==> config.mk <==
export PLATFORM = sky130hd
export DESIGN_NAME = tx_arbiter
export DESIGN_NICKNAME = d
export VERILOG_FILES = /design/src/rtl/tx_arbiter.sv
export SDC_FILE = /design/constraint.sdc
export NUM_CORES = 1
export LEC_CHECK = 0
export BUFFER_PORTS_ARGS = -buffer_cell sky130_fd_sc_hd__buf_2
export CORE_ASPECT_RATIO = 1.4
export CORE_UTILIZATION = 52
export DETAILED_ROUTE_END_ITERATION = 10
export PLACE_DENSITY = 0.83
export RECOVER_POWER = 25
export SYNTH_ARGS = -nofsm -noshare
export SYNTH_HDL_FRONTEND = slang
export SYNTH_SLANG_ARGS = --single-unit
==> constraint.sdc <==
create_clock -name CLK -period 3.9 [get_ports CLK]
set_clock_uncertainty 0.05 [all_clocks]
set_input_delay 0.975 -clock CLK [delete_from_list [all_inputs] [get_ports CLK]]
set_output_delay 0.975 -clock CLK [all_outputs]
set_load 0.03 [all_outputs]
==> src/rtl/tx_arbiter.sv <==
// tx_arbiter: round-robin arbiter feeding two requesters into one UART transmitter.
module tx_arbiter #(
  parameter int DATA_WIDTH = 8,
  parameter int TIMEOUT    = 4
) (
  input  logic                  CLK,
  input  logic                  RST,
  input  logic                  req0_valid,
  input  logic                  req1_valid,
  input  logic [DATA_WIDTH-1:0] req0_data,
  input  logic [DATA_WIDTH-1:0] req1_data,
  output logic                  req0_ack,
  output logic                  req1_ack,
  input  logic                  tx_busy,
  output logic                  tx_valid,
  output logic [DATA_WIDTH-1:0] tx_data,
  output logic [1:0]            grant,
  output logic                  arb_busy,
  output logic                  err_timeout
);
  localparam logic [1:0] IDLE      = 2'd0;
  localparam logic [1:0] LAUNCH    = 2'd1;
  localparam logic [1:0] WAIT_BUSY = 2'd2;
  localparam logic [1:0] WAIT_DONE = 2'd3;
  logic [1:0] state, state_nx;
  logic [3:0] cnt, cnt_nx;
  logic       last_grant, go, win1, timeout_hit;
  // last_grant is 1 when req1 won last, so a tie goes to req0
  always_comb begin
    go          = state == IDLE && !tx_busy && (req0_valid || req1_valid);
    win1        = req1_valid && (!req0_valid || !last_grant);
    timeout_hit = state == WAIT_BUSY && !tx_busy && cnt == 4'(TIMEOUT - 1);
    state_nx    = state == IDLE      ? (go ? LAUNCH : IDLE) :
                  state == LAUNCH    ? WAIT_BUSY :
                  state == WAIT_BUSY ? (tx_busy ? WAIT_DONE : timeout_hit ? IDLE : WAIT_BUSY) :
                                       (tx_busy ? WAIT_DONE : IDLE);
    cnt_nx      = state == WAIT_BUSY && state_nx == WAIT_BUSY ? (&cnt ? cnt : cnt + 4'd1) : 4'd0;
  end
  always_ff @(posedge CLK or posedge RST) begin
    if (RST) begin
      state       <= IDLE;
      cnt         <= 4'd0;
      last_grant  <= 1'b1;
      tx_valid    <= 1'b0;
      tx_data     <= '0;
      grant       <= 2'b00;
      arb_busy    <= 1'b0;
      req0_ack    <= 1'b0;
      req1_ack    <= 1'b0;
      err_timeout <= 1'b0;
    end else begin
      state       <= state_nx;
      cnt         <= cnt_nx;
      tx_valid    <= go;
      req0_ack    <= go && !win1;
      req1_ack    <= go && win1;
      err_timeout <= timeout_hit;
      arb_busy    <= state_nx != IDLE;
      grant       <= go ? {win1, !win1} : state_nx == IDLE ? 2'b00 : grant;
      if (go) begin
        tx_data    <= win1 ? req1_data : req0_data;
        last_grant <= win1;
      end
    end
  end
endmodule

---- After elaboration in Yosys (flattened, before gate mapping) ----
Cells that the tools add are included.
word-level totals
  bits in registers ....................... 22
  bits of input ports ..................... 21
  output and inout port bits .............. 15
  logic and storage cells ................. 47
operators by class
  add/sub/neg operators ................... 1
  equality and inequality tests ........... 5
  muxes and demuxes ....................... 12
  reductions and logical operators ........ 19
operators with widths
  kind                                           count
  two-way mux 2 bit                              8
  logical AND 1 bit                              8
  two-way mux 4 bit                              2
  two-way mux 8 bit                              1
  adder 4 x 1 -> 4 bit, second input constant    1
  == test 2 bit, second input constant           2
  == test 4 x 2 -> 1 bit, second input constant  1
  zero test 1 bit                                4
  zero test 2 bit                                2
  AND reduction 4 bit                            1
  nonzero test 2 bit                             2
  == test 2 x 1 -> 1 bit, second input constant  1
  logical OR 1 bit                               2
  != test 2 bit, second input constant           1
  two-way mux 1 bit                              1

---- Logic depth before layout (Yosys ltp) ----
Gate-level depths: netlist of run 1.
  word-level depth ........................ 11
  gate-level depth with buffers ........... 5
  gate-level depth less buffers ........... 4

---- Worst setup path before layout of run 1 ----
No wires, ideal clock.
  kind .................................... in2reg
  from .................................... input port req1_valid
  to ...................................... register tx_data[0]
  library setup time ...................... 0.125 ns
  arrival ................................. 2.064 ns
  required time ........................... 3.725 ns
  setup slack ............................. 1.661 ns
  stages .................................. 4
  buffers on the path ..................... 1
  cells stage by stage .................... a21boi_1 -> buf_2 -> mux2_2 -> mux2_4
on the way
  word-level cells in the longest chain between the ends .. 2
  elaborated cells on any way between the ends .. 4
  those cells by class .................... mux (1); reduce/logical (3)
ends and longest elaborated chain
  element                                                 line    RTL
  start: declaration                                      9       input logic req1_valid,
  logical AND 1 bit or logical OR 1 bit (tied branches)   31, 30
  two-way mux 8 bit or logical AND 1 bit (tied branches)  61, 30
  end signal: assignment                                  61      tx_data <= win1 ? req1_data : req0_data;
  end: declaration                                        16      output logic [DATA_WIDTH-1:0] tx_data,
Parallel ways exist; a longest one is shown, timed or not.
A chain may end at the register's enable or synchronous reset.

---- Final worst setup path of run 1 ----
  from .................................... input port tx_busy
  to ...................................... register tx_data[7]
on the way
  word-level cells in the longest chain between the ends .. 3
ends and longest elaborated chain
  element                         line  RTL
  start: declaration              14    input logic tx_busy,
  zero test 1 bit                 30    go = state == IDLE && !tx_busy && (req0_valid || req1_valid);
  logical AND 1 bit (2 in a row)  30
Every way passes these cells.

==> metrics.cfg, run 1 <==
[finish]
final_common_cell = buf_2
stdcell_area_sq_um = 1270
diodes = 0
final_core_util_pct = 69.6
final_cell_mix = buf_2, dfrtp_1, mux2_2
final_nets = 142
drive_gt1_share_pct = 52.1
area_growth_pct = 22.7

[route]
num_vias = 723
firstDrtPassIters = 4
drtIter0Drc = 5
viasPerCell = 5.20
drc = 0
ant_nets = 0
wl_per_cell_um = 13.1
finalWirelength_um = 1810

[sta]
slew_headroom_pct = 47.8
period_share_pct = 50.5
slew_violations = 0
period_needed_ns = 1.97
grt_setup_unrepaired = false
holdWs_ns = 0.473
setup_viol = 0
setup_tns_ns = 0
tightestPinTransition_ns = 0.783
finalHoldViolCount = 0
max_freq_mhz = 508

[cts]
clockBufferDepth = 2
cts_tree = done
hold_buffers = 0
clock-sinks = 22
cts_resized = 0
clk_pin_slew_ns = 0.12
cts_max_level = 1
postCtsSetupBuffers = 0
cts-root-buf = clkbuf_4
numCtsBuffers = 3
clk_latency_ns = 0.29

[power]
power_leakage_uw = 0.000652
power.total_uw = 895
ir_drop_mv = 0.525
p_per_area_nw_per_um2 = 705

[global_routing]
grt_pass1_wl_um = 3020
grt_usage_pct = 20.9
gr-total-overflow = 0
grt_antenna_before_repair = 0
grt_max_degree = 23
grt_pass1_vias = 690

[floorplanning]
die_h_um = 54.8
die-area_sq_um = 2170
initial_core_util_pct = 56.7
die_x_um = 39.7
coreArea_sq_um = 1820
io_pins = 36
rows = 18

[synth]
syn_area_sq_um = 1030
synth.area.top_cells = dfrtp_1, mux2_2, mux2_4, nor2_1, dfstp_2
yosysWarningCount = 0
synth_top_cell_by_area = dfrtp_1
synthFlopType = dfrtp_1
synth_top_area_share_pct = 50.8
yosysSeqAreaShare_pct = 53.3
synth_cells = 81
syn_avg_cell_area_sq_um = 12.8
synth.distinct_cells = 29
synth_nets = 103
ys_ff_latch = 22
synth_edf_count = 0
ys_async_sr_fraction_pct = 100

[placed_design]
gp_congestion = 0.790
dpl_cell_area_sq_um = 1220
port_buffers = 35
hpwl_um = 1440

[worst_setup_path]
crit_arrival_ns = 2.11
startpoint_type = input port
cp_max_fo = 12
cp-end-kind = register
criticalPathCategory = input port to register
worstPathRequired_ns = 4.04

[run_status]
outcome = finished, final reports clean

[run]
drv_cap = 0

[min_path]
hold_class = register to register

-- per-layer routing --
metal | part of all wire (%) | GRT usage [%] | up-vias
li1 | - | - | 364
met1 | 42 | 26.5 | 333
met2 | 53 | 34.2 | 24
met3 | 4.0 | 2.85 | 2
met4 | 0.94 | 10.3 | 0
met5 | 0 | 0 | -
-- cell type report --
class / instances / area, sq um
Fill cell: 135 / 554
Timing Repair Buffer: 36 / 183
Clock inverter: 1 / 30.0
Clock buffer: 3 / 22.5
Tap cell: 20 / 25.0
Multi-Input combinational cell: 54 / 442
Inverter: 3 / 16.3
Sequential cell: 22 / 552
-- worst max-delay path: stages --
cell and delay (ns):
buf_2 0.11, or4_4 0.53, clkinv_4 0.15, mux2_2 0.35
-- flip-flops by register name, indices dropped and copies added, names as in the netlist --
register     flops
tx_data          8
cnt              4
grant            2
state            2
arb_busy         1
err_timeout      1
last_grant       1
req0_ack         1
req1_ack         1
tx_valid         1
-- cell usage after synthesis (2+ instances only) --
master,n
a21oi_1,4
nand2_1,2
inv_1,2
nand2b_1,2
and3_1,2
o21ai_0,4
dfrtp_1,21
mux2_4,7
mux2_2,10
nor2_1,8
-- kinds of logic (layout without fill, tap and decap cells) --
| kind of cell | Yosys count | count (layout) | synth area share, % |
|---|---|---|---|
| AOI/OAI and AO/OA | 15 | 15 | 9.07 |
| adders and majority gates | 1 | 1 | 1.21 |
| buffers and inverters | 5 | 43 | 3.99 |
| DFF | 22 | 22 | 53.3 |
| muxes | 18 | 18 | 22.0 |
| and+or+nand+nor | 20 | 20 | 10.4 |
-- path summary, 6_finish.rpt --
check                           slack, ns       start  depth (start not counted)         end
worst max-delay path                 1.93     tx_busy                          4  tx_data[7]
max in group asynchronous            2.56         RST                          2  tx_data[5]
min in group asynchronous            0.75         RST                          2      cnt[1]
worst max register to register       2.02      cnt[0]                          4    grant[0]
worst min register to register       0.47  tx_data[3]                          1  tx_data[3]
worst min-delay path                 0.47  tx_data[3]                          1  tx_data[3]
-- report_power, final --
group	switching, uW	internal, uW
clock network	63.6	104
registers	49.9	308
logic	212	158
-- through the flow --
stage               setup slack [ns]  cells
CTS                             1.93    139
global route                    1.92    139
detailed placement              1.60    135
global placement                1.64    135
finish                          1.93    139
floorplan                       1.66     81
No activity file was read; power rests on OpenSTA's default activity.
==> run 2: changes to the inputs <==
- ABC_AREA: unset -> 1
- CORE_UTILIZATION: 52 -> 43
- PLACE_DENSITY: 0.83 -> 0.73
- clock period: 3.9 -> 1.6 ns (I/O delays scaled with it)
==> metrics.cfg, run 2 <==
[sta]
grt_setup_unrepaired = false
slew_violations = 0  ; unchanged
tightestPinTransition_ns = 1.11  ; +0.332 ns
finalHoldViolCount = 0  ; unchanged
max_freq_mhz = 747
setup_tns_ns = 0  ; unchanged
slew_headroom_pct = 25.7  ; -22 points
period_share_pct = 83.6
setup_viol = 0  ; unchanged
period_needed_ns = 1.34

[placed_design]
gp_congestion = 0.755  ; -4.5%
hpwl_um = 1440  ; about the same
port_buffers = 35  ; unchanged
dpl_cell_area_sq_um = 1210  ; -0.72%

[finish]
largest_reg_flops = 8  ; unchanged
reg.largest.list = tx_data (8), cnt (4)
area.sequential_sq_um = 552  ; unchanged
final_cell_mix = nand2_1, buf_2, dfrtp_1
n_fill_cell = 223  ; +65%
stdcell_area_sq_um = 1230  ; -3.1%
regMostFlops = tx_data
area_growth_pct = 22.8  ; about the same
drive_gt1_share_pct = 28.5  ; -24 points
diodes = 0  ; unchanged
final_common_cell = nand2_1
final_nets = 188  ; +32%
multi_input_area_sq_um = 388  ; -12%

[synth]
syn_area_sq_um = 1000  ; -3.1%
synth_cells = 125  ; +54%
synth_edf_count = 0  ; unchanged
synth.area.top_cells = dfrtp_1, nand2_1, inv_1, dfstp_2, nor2_1
synth_nets = 147  ; +43%
synthFlopType = dfrtp_1
synth_top_area_share_pct = 52.4  ; +1.6 points
yosysWarningCount = 0  ; unchanged
yosysSeqAreaShare_pct = 55.1  ; +1.7 points
ys_async_sr_fraction_pct = 100  ; unchanged
ys_ff_latch = 22  ; unchanged
synth_top_cell_by_area = dfrtp_1
synth_commonest_cells = nand2_1, dfrtp_1, inv_1, nor2_1, nand3_1
syn_avg_cell_area_sq_um = 8.02  ; -37%
synth_most_common_cell = nand2_1
synth.distinct_cells = 18  ; -38%

[global_routing]
grt_usage_pct = 16.3  ; -4.6 points
grt_antenna_before_repair = 0  ; unchanged
grt_pass1_wl_um = 3200  ; +6.2%
grt_max_degree = 23  ; unchanged
gr-total-overflow = 0  ; unchanged
grt_pass1_vias = 821  ; +19%

[worst_setup_path]
startpoint_type = register
slowest_stage = dfrtp_1
cp-end-kind = primary output
cp_max_fo = 2  ; -10
worst_path_largest_cell_delay_ns = 0.41  ; -0.12 ns
worstSetupStartpoint = tx_data[6]
path_cells = buf_2
crit_family = flip-flops
path_buf_inv = 1  ; -1
criticalPathCategory = register to primary output
worstReg2RegStart = cnt[0]
worstPathRequired_ns = 1.15  ; -2.89 ns
crit_arrival_ns = 0.89  ; -1.22 ns

[route]
wl_per_cell_um = 9.61  ; -26%
ant_nets = 0  ; unchanged
viasPerCell = 4.58  ; -12%
drc = 0  ; unchanged
firstDrtPassIters = 4  ; unchanged
drtIter0Drc = 10  ; +5
finalWirelength_um = 1800  ; -0.88%
num_vias = 857  ; +19%

[floorplanning]
die_h_um = 59.1  ; +7.9%
io_pins = 36  ; unchanged
rows = 20  ; +2
initial_core_util_pct = 46.0  ; -11 points
coreArea_sq_um = 2180  ; +19%
die_x_um = 42.8  ; +7.8%
die-area_sq_um = 2530  ; +16%

[power]
p_per_area_nw_per_um2 = 1580  ; +120%
power_leakage_uw = 0.000749  ; +15%
ir_drop_mv = 0.764  ; +45%

[cts]
numCtsBuffers = 3  ; unchanged
cts-root-buf = clkbuf_4
clk_latency_ns = 0.30  ; about the same
clockBufferDepth = 2  ; unchanged
cts_resized = 0  ; unchanged
cts_tree = done
cts_max_level = 1  ; unchanged
clk_pin_slew_ns = 0.11  ; about the same
clock-sinks = 22  ; unchanged
hold_buffers = 0  ; unchanged
postCtsSetupBuffers = 0  ; unchanged

[min_path]
hold_class = input port to register
hold_start = req1_data[2]

[run_status]
outcome = finished, final reports clean

[run]
drv_cap = 0  ; unchanged

run 2: area by class of cell:
type                            instances  share of cell area (%)
Clock buffer                            4                    2.13
Tap cell                               22                    2.24
Sequential cell                        22                    44.8
Inverter                               13                    4.17
Multi-Input combinational cell         89                    31.5
Timing Repair Buffer                   37                    15.1
run 2: cell families after synthesis:
logic type,Yosys count,share of synthesized area (%)
AND/OR/NAND/NOR,82,33.8
flip-flops,22,55.1
AO/OA/AOI/OAI,5,2.75
XOR/XNOR,1,0.874
adder cells (fa/ha/maj),1,1.25
buffers and inverters,14,6.24
run 2: path summary, 6_finish.rpt:
path	to	slack [ns]	cells after the start
setup / recovery	tx_data[6]	0.26	1
hold / removal	tx_data[2]	0.32	5
setup reg to reg	cnt[1]	0.34	5
hold reg to reg	last_grant	0.43	2
max in group asynchronous	tx_data[5]	0.46	3
min in group asynchronous	cnt[2]	0.37	3
run 2: metal layers:
metal  global-route usage (%)  wire (um)  up-vias
li1                         -          -      456
met1                     19.7        851      365
met2                     27.9        831       30
met3                     1.83         72        6
met4                     9.38         42        0
met5                        0          0        -
run 2: worst reg2reg max path: cells and delay by family (launching register included):
family	cells	cell delay, ns
AO/OA/AOI/OAI	1	0.07
adder cells (fa/ha/maj)	1	0.24
flip-flops	1	0.41
AND/OR/NAND/NOR	3	0.41
run 2: where the power goes:
part           total (uW)  internal, uW  switching (uW)
registers             848           750            97.8
logic                 842           249             593
clock network         251          97.1             154
run 2: per-stage QoR:
step / instances / utilization (%) / total power, uW / setup slack, ns / hold slack, ns
after CTS: 187 / 56.7 / 1970 / 0.250 / 0.0547
after global routing: 187 / 56.6 / 2090 / 0.192 / 0.327
after detailed placement: 183 / 55.5 / 1710 / 0.323 / 0.395
after global placement: 183 / 55.5 / 1700 / 0.367 / 0.392
final: 187 / 56.6 / 1940 / 0.262 / 0.322
after floorplan: 125 / - / 1460 / 0.464 / 0.338
==> run 3: changes to the inputs <==
- CORE_UTILIZATION: 43 -> 47
- PLACE_DENSITY: 0.73 -> 0.76
- clock period: 1.6 -> 1.3 ns (I/O delays scaled with it)
==> metrics.cfg, run 3 (synthesized netlist as in run 2, its figures left out) <==
[route]
drc = 0  ; unchanged
ant_nets = 0  ; unchanged
viasPerCell = 4.69  ; +2.4%
finalWirelength_um = 1940  ; +7.9%
wl_per_cell_um = 10.1  ; +5.1%
num_vias = 901  ; +5.1%
firstDrtPassIters = 4  ; unchanged
drtIter0Drc = 16  ; +6

[finish]
diodes = 0  ; unchanged
final_cell_mix = nand2_1, buf_2, dfrtp_1
largest_reg_flops = 8  ; unchanged
regMostFlops = tx_data
reg.largest.list = tx_data (8), cnt (4)
area_growth_pct = 32.6
final_common_cell = nand2_1
drive_gt1_share_pct = 33.3  ; +4.8 points
final_core_util_pct = 66.5  ; +10 points
final_nets = 194  ; +3.2%
n_fill_cell = 182  ; -18%

[worst_setup_path]
criticalPathCategory = register to primary output
worst_path_largest_cell_delay_ns = 0.40  ; about the same
cp_max_fo = 2  ; unchanged
worstPathRequired_ns = 0.93  ; -0.22 ns
path_cells = buf_2
crit_arrival_ns = 0.89  ; about the same
path_buf_inv = 1  ; unchanged
crit_family = flip-flops
cp-end-kind = primary output
slowest_stage = dfrtp_1
startpoint_type = register

[cts]
cts_tree = done
clk_pin_slew_ns = 0.12  ; about the same
clock-sinks = 22  ; unchanged
numCtsBuffers = 3  ; unchanged
cts-root-buf = clkbuf_4
clockBufferDepth = 2  ; unchanged
clk_latency_ns = 0.31  ; about the same
cts_max_level = 1  ; unchanged

[sta]
max_freq_mhz = 791
period_needed_ns = 1.26
grt_setup_unrepaired = false
tightestPinTransition_ns = 0.524  ; -0.591 ns
slew_headroom_pct = 65.0  ; +39 points
setup_tns_ns = 0  ; unchanged
finalHoldViolCount = 0  ; unchanged
slew_violations = 0  ; unchanged
period_share_pct = 97.2
setup_viol = 0  ; unchanged

[floorplanning]
rows = 19  ; -5.0%
die_h_um = 56.6  ; -4.2%
initial_core_util_pct = 50.2  ; +4.2 points
io_pins = 36  ; unchanged
coreArea_sq_um = 2000  ; -8.3%
die_x_um = 41.0  ; -4.1%
die-area_sq_um = 2320  ; -8.2%

[power]
ir_drop_mv = 1.34  ; +75%
power_leakage_uw = 0.000792  ; +5.8%
power.total_uw = 2550  ; +31%
p_per_area_nw_per_um2 = 1920  ; +22%

[global_routing]
use_met3_pct = 2.37  ; +0.54 points
grt_max_degree = 23  ; unchanged
grtUsageMet2_pct = 33.5  ; +5.6 points
grt_pass1_vias = 850  ; +3.5%
grt_usage_pct = 20.5  ; +4.2 points
grt_most_used_layer = met2
grt_antenna_before_repair = 0  ; unchanged
gr-usage-met1_pct = 24.2  ; +4.5 points
gr-total-overflow = 0  ; unchanged
grt_pass1_wl_um = 3290  ; +2.8%

[run_status]
outcome = finished, final reports clean

[min_path]
hold_class = input port to register

[placed_design]
hpwl_um = 1490  ; +3.0%
port_buffers = 35  ; unchanged
gp_congestion = 0.725  ; -3.9%

[run]
drv_cap = 0  ; unchanged

run 3: changes by cell type in the layout (fill, tap and decap cells not counted), sizes merged:
cell,previous run,this run
dlygate4sd3,0,1
buf,36,41
run 3: timing repair:
item / 4_1_cts / 5_1_grt
hold buffers: 1 / 0
setup buffers: 0 / 4
setup endpoints to repair: 0 / 16
endpoints found under the hold margin: 21 / 0
resized for setup: 0 / 7
run 3: report_power, final:
part           total (uW)  switching (uW)  internal (uW)
clock                 370             199            171
sequential           1050             124            923
combinational        1130             749            380
run 3: cell type report:
cell class / instances / area (sq um) / area share (%)
flip-flops and latches: 22 / 552 / 41.5
clock buffers: 4 / 36.3 / 2.73
inverters: 13 / 51.3 / 3.86
multi-input cells: 89 / 413 / 31.1
repair buffers: 43 / 250 / 18.8
well taps: 21 / 26.3 / 1.98
run 3: per-stage QoR:
step / area [sq um] / setup slack, ns / hold WS [ns] / instances
2_1_floorplan: 1000 / 0.164 / 0.263 / 125
3_3_place_gp: 1230 / 0.0963 / 0.315 / 183
3_5_place_dp: 1230 / 0.0624 / 0.322 / 183
4_1_cts: 1270 / 0.0223 / 0.233 / 188
5_1_grt: 1330 / 0.00150 / 0.266 / 192
6_report: 1330 / 0.0363 / 0.246 / 192
run 3: layer usage:
| layer | vias to the layer above | part of all wire (%) | routed length [um] |
|---|---|---|---|
| li1 | 465 | - | - |
| met1 | 405 | 43 | 833 |
| met2 | 27 | 51 | 989 |
| met3 | 4 | 3.8 | 73 |
| met4 | 0 | 2.3 | 44 |
| met5 | - | 0 | 0 |
run 3: path summary, 6_finish.rpt:
check                                   from    endpoint  slack, ns  depth (start not counted)
worst max-delay path                grant[0]    grant[0]       0.04                          1
worst min-delay path            req1_data[1]  tx_data[1]       0.25                          5
worst max register to register        cnt[0]    grant[1]       0.11                          6
worst min register to register    last_grant  last_grant       0.43                          2
max in group asynchronous                RST  last_grant       0.22                          4
min in group asynchronous                RST      cnt[0]       0.62                          4
